--- config.mk ---
export PLATFORM = sky130hd
export DESIGN_NAME = fetch_stage_flat
export DESIGN_NICKNAME = d
export VERILOG_FILES = /design/src/rtl/fetch_stage_pkg.sv /design/src/rtl/fetch_stage_if.sv /design/src/rtl/fetch_stage_buffer.sv /design/src/rtl/fetch_stage.sv /design/src/flat_wrapper.sv
export SDC_FILE = /design/constraint.sdc
export NUM_CORES = 1
export LEC_CHECK = 0
export ABC_AREA = 1
export CAP_MARGIN = 20
export CORE_UTILIZATION = 35
export DETAILED_ROUTE_END_ITERATION = 8
export DONT_BUFFER_PORTS = 1
export HOLD_SLACK_MARGIN = 0.1
export PLACE_DENSITY = 0.63
export SLEW_MARGIN = 20
export SYNTH_ARGS = -nofsm -noshare
export SYNTH_HDL_FRONTEND = slang
export SYNTH_SLANG_ARGS = --single-unit
export TNS_END_PERCENT = 100
--- constraint.sdc ---
create_clock -name clk -period 3.55 [get_ports clk]
set_clock_uncertainty 0.1 [all_clocks]
set_input_delay 0.355 -clock clk [delete_from_list [all_inputs] [get_ports clk]]
set_output_delay 0.355 -clock clk [all_outputs]
set_load 0.02 [all_outputs]
--- src/rtl/fetch_stage_pkg.sv ---
// Shared handoff types between fetch and decode.
package Uop;

    localparam int FETCH_XLEN  = 32;
    localparam int INSTR_BYTES = 4;

    typedef struct packed {
        logic [FETCH_XLEN-1:0] pc;
        logic [31:0]           instr;
    } fetch_t;

    // Sequential fetch address, wrapping modulo 2^32.
    function automatic logic [FETCH_XLEN-1:0] nextPc(input logic [FETCH_XLEN-1:0] pc);
        return pc + FETCH_XLEN'(INSTR_BYTES);
    endfunction

endpackage

--- src/rtl/fetch_stage_if.sv ---
// Instruction bus plus decode handshake seen by the fetch stage.
interface fetch_stage_if #(
    parameter int ID_W = 2
);
    import Uop::*;

    logic            imem_req_valid;
    logic            imem_req_ready;
    logic [31:0]     imem_req_addr;
    logic [ID_W-1:0] imem_req_id;
    logic            imem_resp_valid;
    logic [31:0]     imem_resp_data;
    logic [ID_W-1:0] imem_resp_id;
    logic            imem_resp_ready;
    logic            d_valid;
    logic            d_stall;
    fetch_t          d_uop;

    modport master (
        output imem_req_valid, imem_req_addr, imem_req_id, imem_resp_ready, d_valid, d_uop,
        input  imem_req_ready, imem_resp_valid, imem_resp_data, imem_resp_id, d_stall
    );

    modport slave (
        input  imem_req_valid, imem_req_addr, imem_req_id, imem_resp_ready, d_valid, d_uop,
        output imem_req_ready, imem_resp_valid, imem_resp_data, imem_resp_id, d_stall
    );

endinterface

--- src/rtl/fetch_stage_buffer.sv ---
// In-order ring of fetched instructions with separate allocate, fill and pop pointers.
module fetch_buffer
    import Uop::*;
#(
    parameter int DEPTH = 2,
    parameter int CNT_W = $clog2(DEPTH + 1)
) (
    input  logic             clk,
    input  logic             rst,
    input  logic             clear_i,
    input  logic             alloc_i,
    input  logic [31:0]      allocPc_i,
    input  logic             fill_i,
    input  logic [31:0]      fillData_i,
    input  logic             pop_i,
    output logic             headValid_o,
    output fetch_t           headUop_o,
    output logic [CNT_W-1:0] freeCnt_o,
    output logic [CNT_W-1:0] unfilledCnt_o
);

    localparam int PTR_W = (DEPTH > 1) ? $clog2(DEPTH) : 1;

    logic [31:0]      pcMem    [DEPTH];
    logic [31:0]      instrMem [DEPTH];
    logic [DEPTH-1:0] filled_q, filled_d;
    logic [PTR_W-1:0] head_q, head_d, fill_q, fill_d, tail_q, tail_d;
    logic [CNT_W-1:0] cnt_q, cnt_d, unfilled_q, unfilled_d;

    function automatic logic [PTR_W-1:0] inc(input logic [PTR_W-1:0] p);
        return (p == PTR_W'(DEPTH - 1)) ? '0 : p + 1'b1;
    endfunction

    always_comb begin
        filled_d   = filled_q;
        head_d     = head_q;
        fill_d     = fill_q;
        tail_d     = tail_q;
        cnt_d      = cnt_q + CNT_W'(alloc_i) - CNT_W'(pop_i);
        unfilled_d = unfilled_q + CNT_W'(alloc_i) - CNT_W'(fill_i);
        if (alloc_i) begin
            filled_d[tail_q] = 1'b0;
            tail_d           = inc(tail_q);
        end
        if (fill_i) begin
            filled_d[fill_q] = 1'b1;
            fill_d           = inc(fill_q);
        end
        if (pop_i) begin
            filled_d[head_q] = 1'b0;
            head_d           = inc(head_q);
        end
        // A flush drops everything, including same-cycle allocate/fill/pop.
        if (clear_i) begin
            filled_d   = '0;
            head_d     = '0;
            fill_d     = '0;
            tail_d     = '0;
            cnt_d      = '0;
            unfilled_d = '0;
        end
    end

    always_ff @(posedge clk or posedge rst) begin
        if (rst) begin
            filled_q   <= '0;
            head_q     <= '0;
            fill_q     <= '0;
            tail_q     <= '0;
            cnt_q      <= '0;
            unfilled_q <= '0;
        end else begin
            filled_q   <= filled_d;
            head_q     <= head_d;
            fill_q     <= fill_d;
            tail_q     <= tail_d;
            cnt_q      <= cnt_d;
            unfilled_q <= unfilled_d;
        end
    end

    always_ff @(posedge clk) begin
        if (alloc_i) pcMem[tail_q] <= allocPc_i;
        if (fill_i)  instrMem[fill_q] <= fillData_i;
    end

    assign headValid_o   = filled_q[head_q];
    assign headUop_o     = '{pc: pcMem[head_q], instr: instrMem[head_q]};
    assign freeCnt_o     = CNT_W'(DEPTH) - cnt_q + CNT_W'(pop_i);
    assign unfilledCnt_o = unfilled_q;

endmodule

--- src/rtl/fetch_stage.sv ---
// Fetch stage: PC, request issue with credit accounting, and flush-time drop counting.
module fetch_stage
    import Uop::*;
#(
    parameter logic [31:0] RESET_PC = 32'h0000_0000,
    parameter int          DEPTH    = 2,
    parameter int          ID_W     = 2
) (
    input  logic          clk,
    input  logic          rst,
    input  logic          redirect_valid,
    input  logic [31:0]   redirect_pc,
    fetch_stage_if.master bus
);

    localparam int CNT_W = $clog2(DEPTH + 1);

    logic [31:0]      pc_q, pc_d;
    logic [CNT_W-1:0] dropCnt_q, dropCnt_d;
    logic [ID_W-1:0]  reqId_q, reqId_d;
    logic [CNT_W-1:0] freeCnt, unfilledCnt;
    logic             headValid, popFire, reqFire, respDrop, respFill;
    fetch_t           headUop;
    logic             unusedRespId;

    assign unusedRespId = ^bus.imem_resp_id;

    assign popFire  = headValid && !bus.d_stall && !redirect_valid;
    assign respDrop = bus.imem_resp_valid && (dropCnt_q != '0);
    assign respFill = bus.imem_resp_valid && (dropCnt_q == '0) && (unfilledCnt != '0);

    // Entries plus responses still owed to a flushed stream may never exceed DEPTH.
    assign bus.imem_req_valid  = (freeCnt > dropCnt_q) && !redirect_valid && !rst;
    assign bus.imem_req_addr   = pc_q;
    assign bus.imem_req_id     = reqId_q;
    assign bus.imem_resp_ready = 1'b1;
    assign bus.d_valid         = headValid;
    assign bus.d_uop           = headUop;
    assign reqFire             = bus.imem_req_valid && bus.imem_req_ready;

    always_comb begin
        pc_d      = pc_q;
        reqId_d   = reqId_q;
        dropCnt_d = dropCnt_q - CNT_W'(respDrop);
        if (reqFire) begin
            pc_d    = nextPc(pc_q);
            reqId_d = reqId_q + 1'b1;
        end
        // Every unfilled entry becomes a response to discard, less one filled this cycle.
        if (redirect_valid) begin
            pc_d      = redirect_pc;
            dropCnt_d = dropCnt_q - CNT_W'(respDrop) + unfilledCnt - CNT_W'(respFill);
        end
    end

    always_ff @(posedge clk or posedge rst) begin
        if (rst) begin
            pc_q      <= RESET_PC;
            dropCnt_q <= '0;
            reqId_q   <= '0;
        end else begin
            pc_q      <= pc_d;
            dropCnt_q <= dropCnt_d;
            reqId_q   <= reqId_d;
        end
    end

    fetch_buffer #(
        .DEPTH (DEPTH),
        .CNT_W (CNT_W)
    ) u_buffer (
        .clk           (clk),
        .rst           (rst),
        .clear_i       (redirect_valid),
        .alloc_i       (reqFire),
        .allocPc_i     (pc_q),
        .fill_i        (respFill),
        .fillData_i    (bus.imem_resp_data),
        .pop_i         (popFire),
        .headValid_o   (headValid),
        .headUop_o     (headUop),
        .freeCnt_o     (freeCnt),
        .unfilledCnt_o (unfilledCnt)
    );

endmodule
--- src/flat_wrapper.sv ---
// flat-port wrapper written by rule: the top's interface ports become plain ports
module fetch_stage_flat import Uop::*;
#(
    parameter logic [31:0] RESET_PC = 32'h0000_0000,
    parameter int          DEPTH    = 2,
    parameter int          ID_W     = 2
)
  (clk, rst, redirect_valid, redirect_pc, bus_imem_req_valid, bus_imem_req_addr, bus_imem_req_id, bus_imem_resp_ready, bus_d_valid, bus_d_uop, bus_imem_req_ready, bus_imem_resp_valid, bus_imem_resp_data, bus_imem_resp_id, bus_d_stall);
  fetch_stage_if #(.ID_W(ID_W)) bus_i ();
  input  logic clk;
  input  logic rst;
  input  logic redirect_valid;
  input  logic [31:0] redirect_pc;
  output wire logic [$bits(bus_i.imem_req_valid)-1:0] bus_imem_req_valid;
  output wire logic [$bits(bus_i.imem_req_addr)-1:0] bus_imem_req_addr;
  output wire logic [$bits(bus_i.imem_req_id)-1:0] bus_imem_req_id;
  output wire logic [$bits(bus_i.imem_resp_ready)-1:0] bus_imem_resp_ready;
  output wire logic [$bits(bus_i.d_valid)-1:0] bus_d_valid;
  output wire logic [$bits(bus_i.d_uop)-1:0] bus_d_uop;
  input wire logic [$bits(bus_i.imem_req_ready)-1:0] bus_imem_req_ready;
  input wire logic [$bits(bus_i.imem_resp_valid)-1:0] bus_imem_resp_valid;
  input wire logic [$bits(bus_i.imem_resp_data)-1:0] bus_imem_resp_data;
  input wire logic [$bits(bus_i.imem_resp_id)-1:0] bus_imem_resp_id;
  input wire logic [$bits(bus_i.d_stall)-1:0] bus_d_stall;
  assign bus_imem_req_valid = bus_i.imem_req_valid;
  assign bus_imem_req_addr = bus_i.imem_req_addr;
  assign bus_imem_req_id = bus_i.imem_req_id;
  assign bus_imem_resp_ready = bus_i.imem_resp_ready;
  assign bus_d_valid = bus_i.d_valid;
  assign bus_d_uop = bus_i.d_uop;
  assign bus_i.imem_req_ready = bus_imem_req_ready;
  assign bus_i.imem_resp_valid = bus_imem_resp_valid;
  assign bus_i.imem_resp_data = bus_imem_resp_data;
  assign bus_i.imem_resp_id = bus_imem_resp_id;
  assign bus_i.d_stall = bus_d_stall;
  fetch_stage #(.RESET_PC(RESET_PC), .DEPTH(DEPTH), .ID_W(ID_W)) u_core (.clk(clk), .rst(rst), .redirect_valid(redirect_valid), .redirect_pc(redirect_pc), .bus(bus_i));
endmodule
==> flow_summary_export.csv <==
group,metric,value,unit
logic_synthesis,synth.distinct_cells,30,
global_route,overflow,0,
sta,hold_viol,0,
placed_design,dp_hpwl,12720,um
route,wl_met2,8930,um
setup_path,crit_fanout,24,
logic_synthesis,syn_nets,910,
clocking,worstSkewPairLatency,430,ps
sta,finalSetupViolations,0,
clocking,cts_buffers,17,
finish,design_area,9498,sq um
setup_path,crit_required,3810,ps
finish,nets,979,
clocking,root_buffer,"clkbuf_16",
clocking,clockBufferDepth,2,
route,drt-met1-wl,9094,um
finish,area_growth,20.82,%
global_route,grt_pass1_wl,30450,um
setup_path,ff2ff_path_depth,16,
logic_synthesis,yosysWarnings,0,
sta,worstMarginPinSlew,1002,ps
route,topRoutingLayerUsed,"met4",
route,via_per_inst,4.668,
clocking,cts.clk_slew.worst_paths,80,ps
logic_synthesis,syn_area,7861,sq um
global_route,grt_max_degree,66,
route,dr.pass1.iters,5,
hold_path,hold_depth,2,
route,first_iter_violations,482,
finish,diodes,0,
hold_path,min_path_type,"in2reg",
setup_path,endpoint_kind,"flip-flop",
global_route,antenna_found_initial,0,
placed_design,port-buffer-count,0,
clocking,cts.sinks,173,
placed_design,dpl.cell_count,1091,
floorplan,die_w,151.9,um
clocking,htree_levels,4,
sta,fmax,310.7,MHz
clocking,tritoncts,"built",
sta,slew_headroom,33.03,%
logic_synthesis,synth.avg_cell_area,9.506,sq um
floorplan,dieArea,23060,sq um
floorplan,io_pins,173,
floorplan,dieHeight,151.9,um
placed_design,dpl_worst_slack,311.8,ps
route,wirelength,19260,um
placed_design,gp_congestion,0.8493,
sta,fin_hold_ws,127.8,ps
floorplan,core_area,21890,sq um
setup_path,crit_type,"reg2reg",
logic_synthesis,synth_seq_area_share,63.22,%
sta,drv_slew,0,
power,peakVddDrop,0.0003000,V
outcome,status,"complete, no violations",
clocking,cts_resized,0,
sta,setup_slack,331.8,ps
run,maxCapViolCount,0,
logic_synthesis,netlist_instances,827,
power,power.density,571.9,nW/um^2
sta,min_period,3218,ps
route,drc,0,
global_route,grt_usage,17.12,%
finish,layoutNonFillerInstCount,1189,
placed_design,place_area,8190,sq um
global_route,grt_pass1_vias,5227,
finish,drive_gt1_share,7.921,%
sta,rsz0062_at_grt,"no",
floorplan,start_util,35.91,%
route,ant_nets,0,
floorplan,rows,54,
setup_path,startpoint_type,"flip-flop",
setup_path,cp.arrival,3470,ps
sta,period_share,90.65,%
sta,tns,0,ps
route,vias,5550,
logic_synthesis,ys_ff_latch,173,
route,wl_met3,1019,um
power,leakage,3.995,nW
route,wire_per_inst,16.20,um
worst paths after layout:
kind,startpoint,to,slack (ps)
max,u_core.u_buffer.head_q,u_core.bus.imem_req_addr[15],330
min,redirect_valid,u_core.u_buffer.cnt_q[0],130
max reg2reg,u_core.u_buffer.head_q,u_core.bus.imem_req_addr[15],330
min reg2reg,u_core.u_buffer.filled_q[1],u_core.u_buffer.filled_q[1],450
max in group asynchronous,rst,u_core.u_buffer.head_q,2340
min in group asynchronous,rst,u_core.bus.imem_req_addr[26],550
cell families (layout without fill, tap and decap cells):
kind of cell	Yosys count	in the layout	share of synthesized area, %
other	1	1	0.04770
and+or+nand+nor	498	498	25.58
AOI/OAI and AO/OA	26	26	2.005
adders and majority gates	11	11	1.751
buffers and inverters	96	178	4.950
xor gates and xnor gates	22	22	2.451
DFF	173	173	63.22
final cells by class:
| cell class | instances | area, sq um |
|---|---|---|
| well taps | 280 | 350.3 |
| clock inverters | 15 | 211.5 |
| flip-flops and latches | 173 | 4971 |
| repair buffers | 77 | 753.2 |
| multi-input cells | 558 | 2525 |
| clock buffers | 17 | 425.4 |
| inverters | 69 | 261.5 |
| fillers | 2095 | 12390 |
placed cells by master (no fill, tap or decap), drive strengths merged, types with 3 or more instances in the layout:
master       synthesis  routed
a21oi                3       3
buf                 13      12
clkbuf              14      17
clkinv               0       5
dfrtp               45      45
dlygate4sd3          0      65
edfxtp             128     128
ha                  11      11
inv                 69      79
nand2              388     388
nand3               45      45
nand4                3       3
nor2                61      61
o211ai               7       7
o21ai               12      12
o21bai               4       4
xnor2                9       9
xor2                13      13
through the flow:
| stage | util (%) | power [W] |
|---|---|---|
| floorplan | - | 0.003223 |
| global placement | 37.41 | 0.003426 |
| detailed placement | 37.41 | 0.003445 |
| CTS | 43.39 | 0.005482 |
| global route | 43.39 | 0.005703 |
| finish | 43.39 | 0.005432 |
synth_stat cells, drive strengths merged:
cell	count	area share, %
inv	69	3.3
a21oi	3	0.19
ha	11	1.8
o21ai	12	0.76
nand3	45	3.3
or2	1	0.080
edfxtp	128	49
xor2	13	1.4
conb	1	0.048
o211ai	7	0.67
clkbuf	14	0.67
dfrtp	45	14
nand2	388	19
xnor2	9	1.0
o21bai	4	0.38
buf	13	0.95
nand4	3	0.24
nor2	61	3.3
worst max-delay path, stage by stage (launching register included):
cell and delay [ps]:
dfrtp_2 520, nand2_1 120, nand2_1 100, nand2_1 90, nor2_1 140, inv_1 60
ha_1 180, xnor2_1 170, ha_1 260, nand2_1 80, nand3_2 70, inv_2 80
nand3_4 270, buf_4 310, inv_2 350, nand3_1 140, o211ai_1 90
timing repair:
action / in CTS / in global routing
buffers inserted: 0 / 0
endpoints found under the hold margin: 150 / 0
hold buffers: 66 / 0
sequential cells by signal (all words and copies together), names as in the netlist, 2 cells and up:
signal and flops:
u_core.dropCnt_q 2, u_core.u_buffer.instrMem 64, u_core.u_buffer.unfilledCnt_o 2, u_core.bus.imem_req_addr 32
u_core.bus.imem_req_id 2, u_core.u_buffer.cnt_q 2, u_core.u_buffer.pcMem 64, u_core.u_buffer.filled_q 2
power breakdown:
part | switching [W] | internal, W | total [W]
clock | 0.000978 | 0.000989 | 0.00197
combinational | 0.000511 | 0.000266 | 0.000777
sequential | 0.000317 | 0.00237 | 0.00269
routing by layer:
metal | global-route usage [%] | up-vias
li1 | - | 2784
met1 | 23.63 | 2613
met2 | 26.80 | 142
met3 | 4.392 | 11
met4 | 4.429 | 0
met5 | 0 | -
Note: power is estimated with default switching activity, not from simulation.
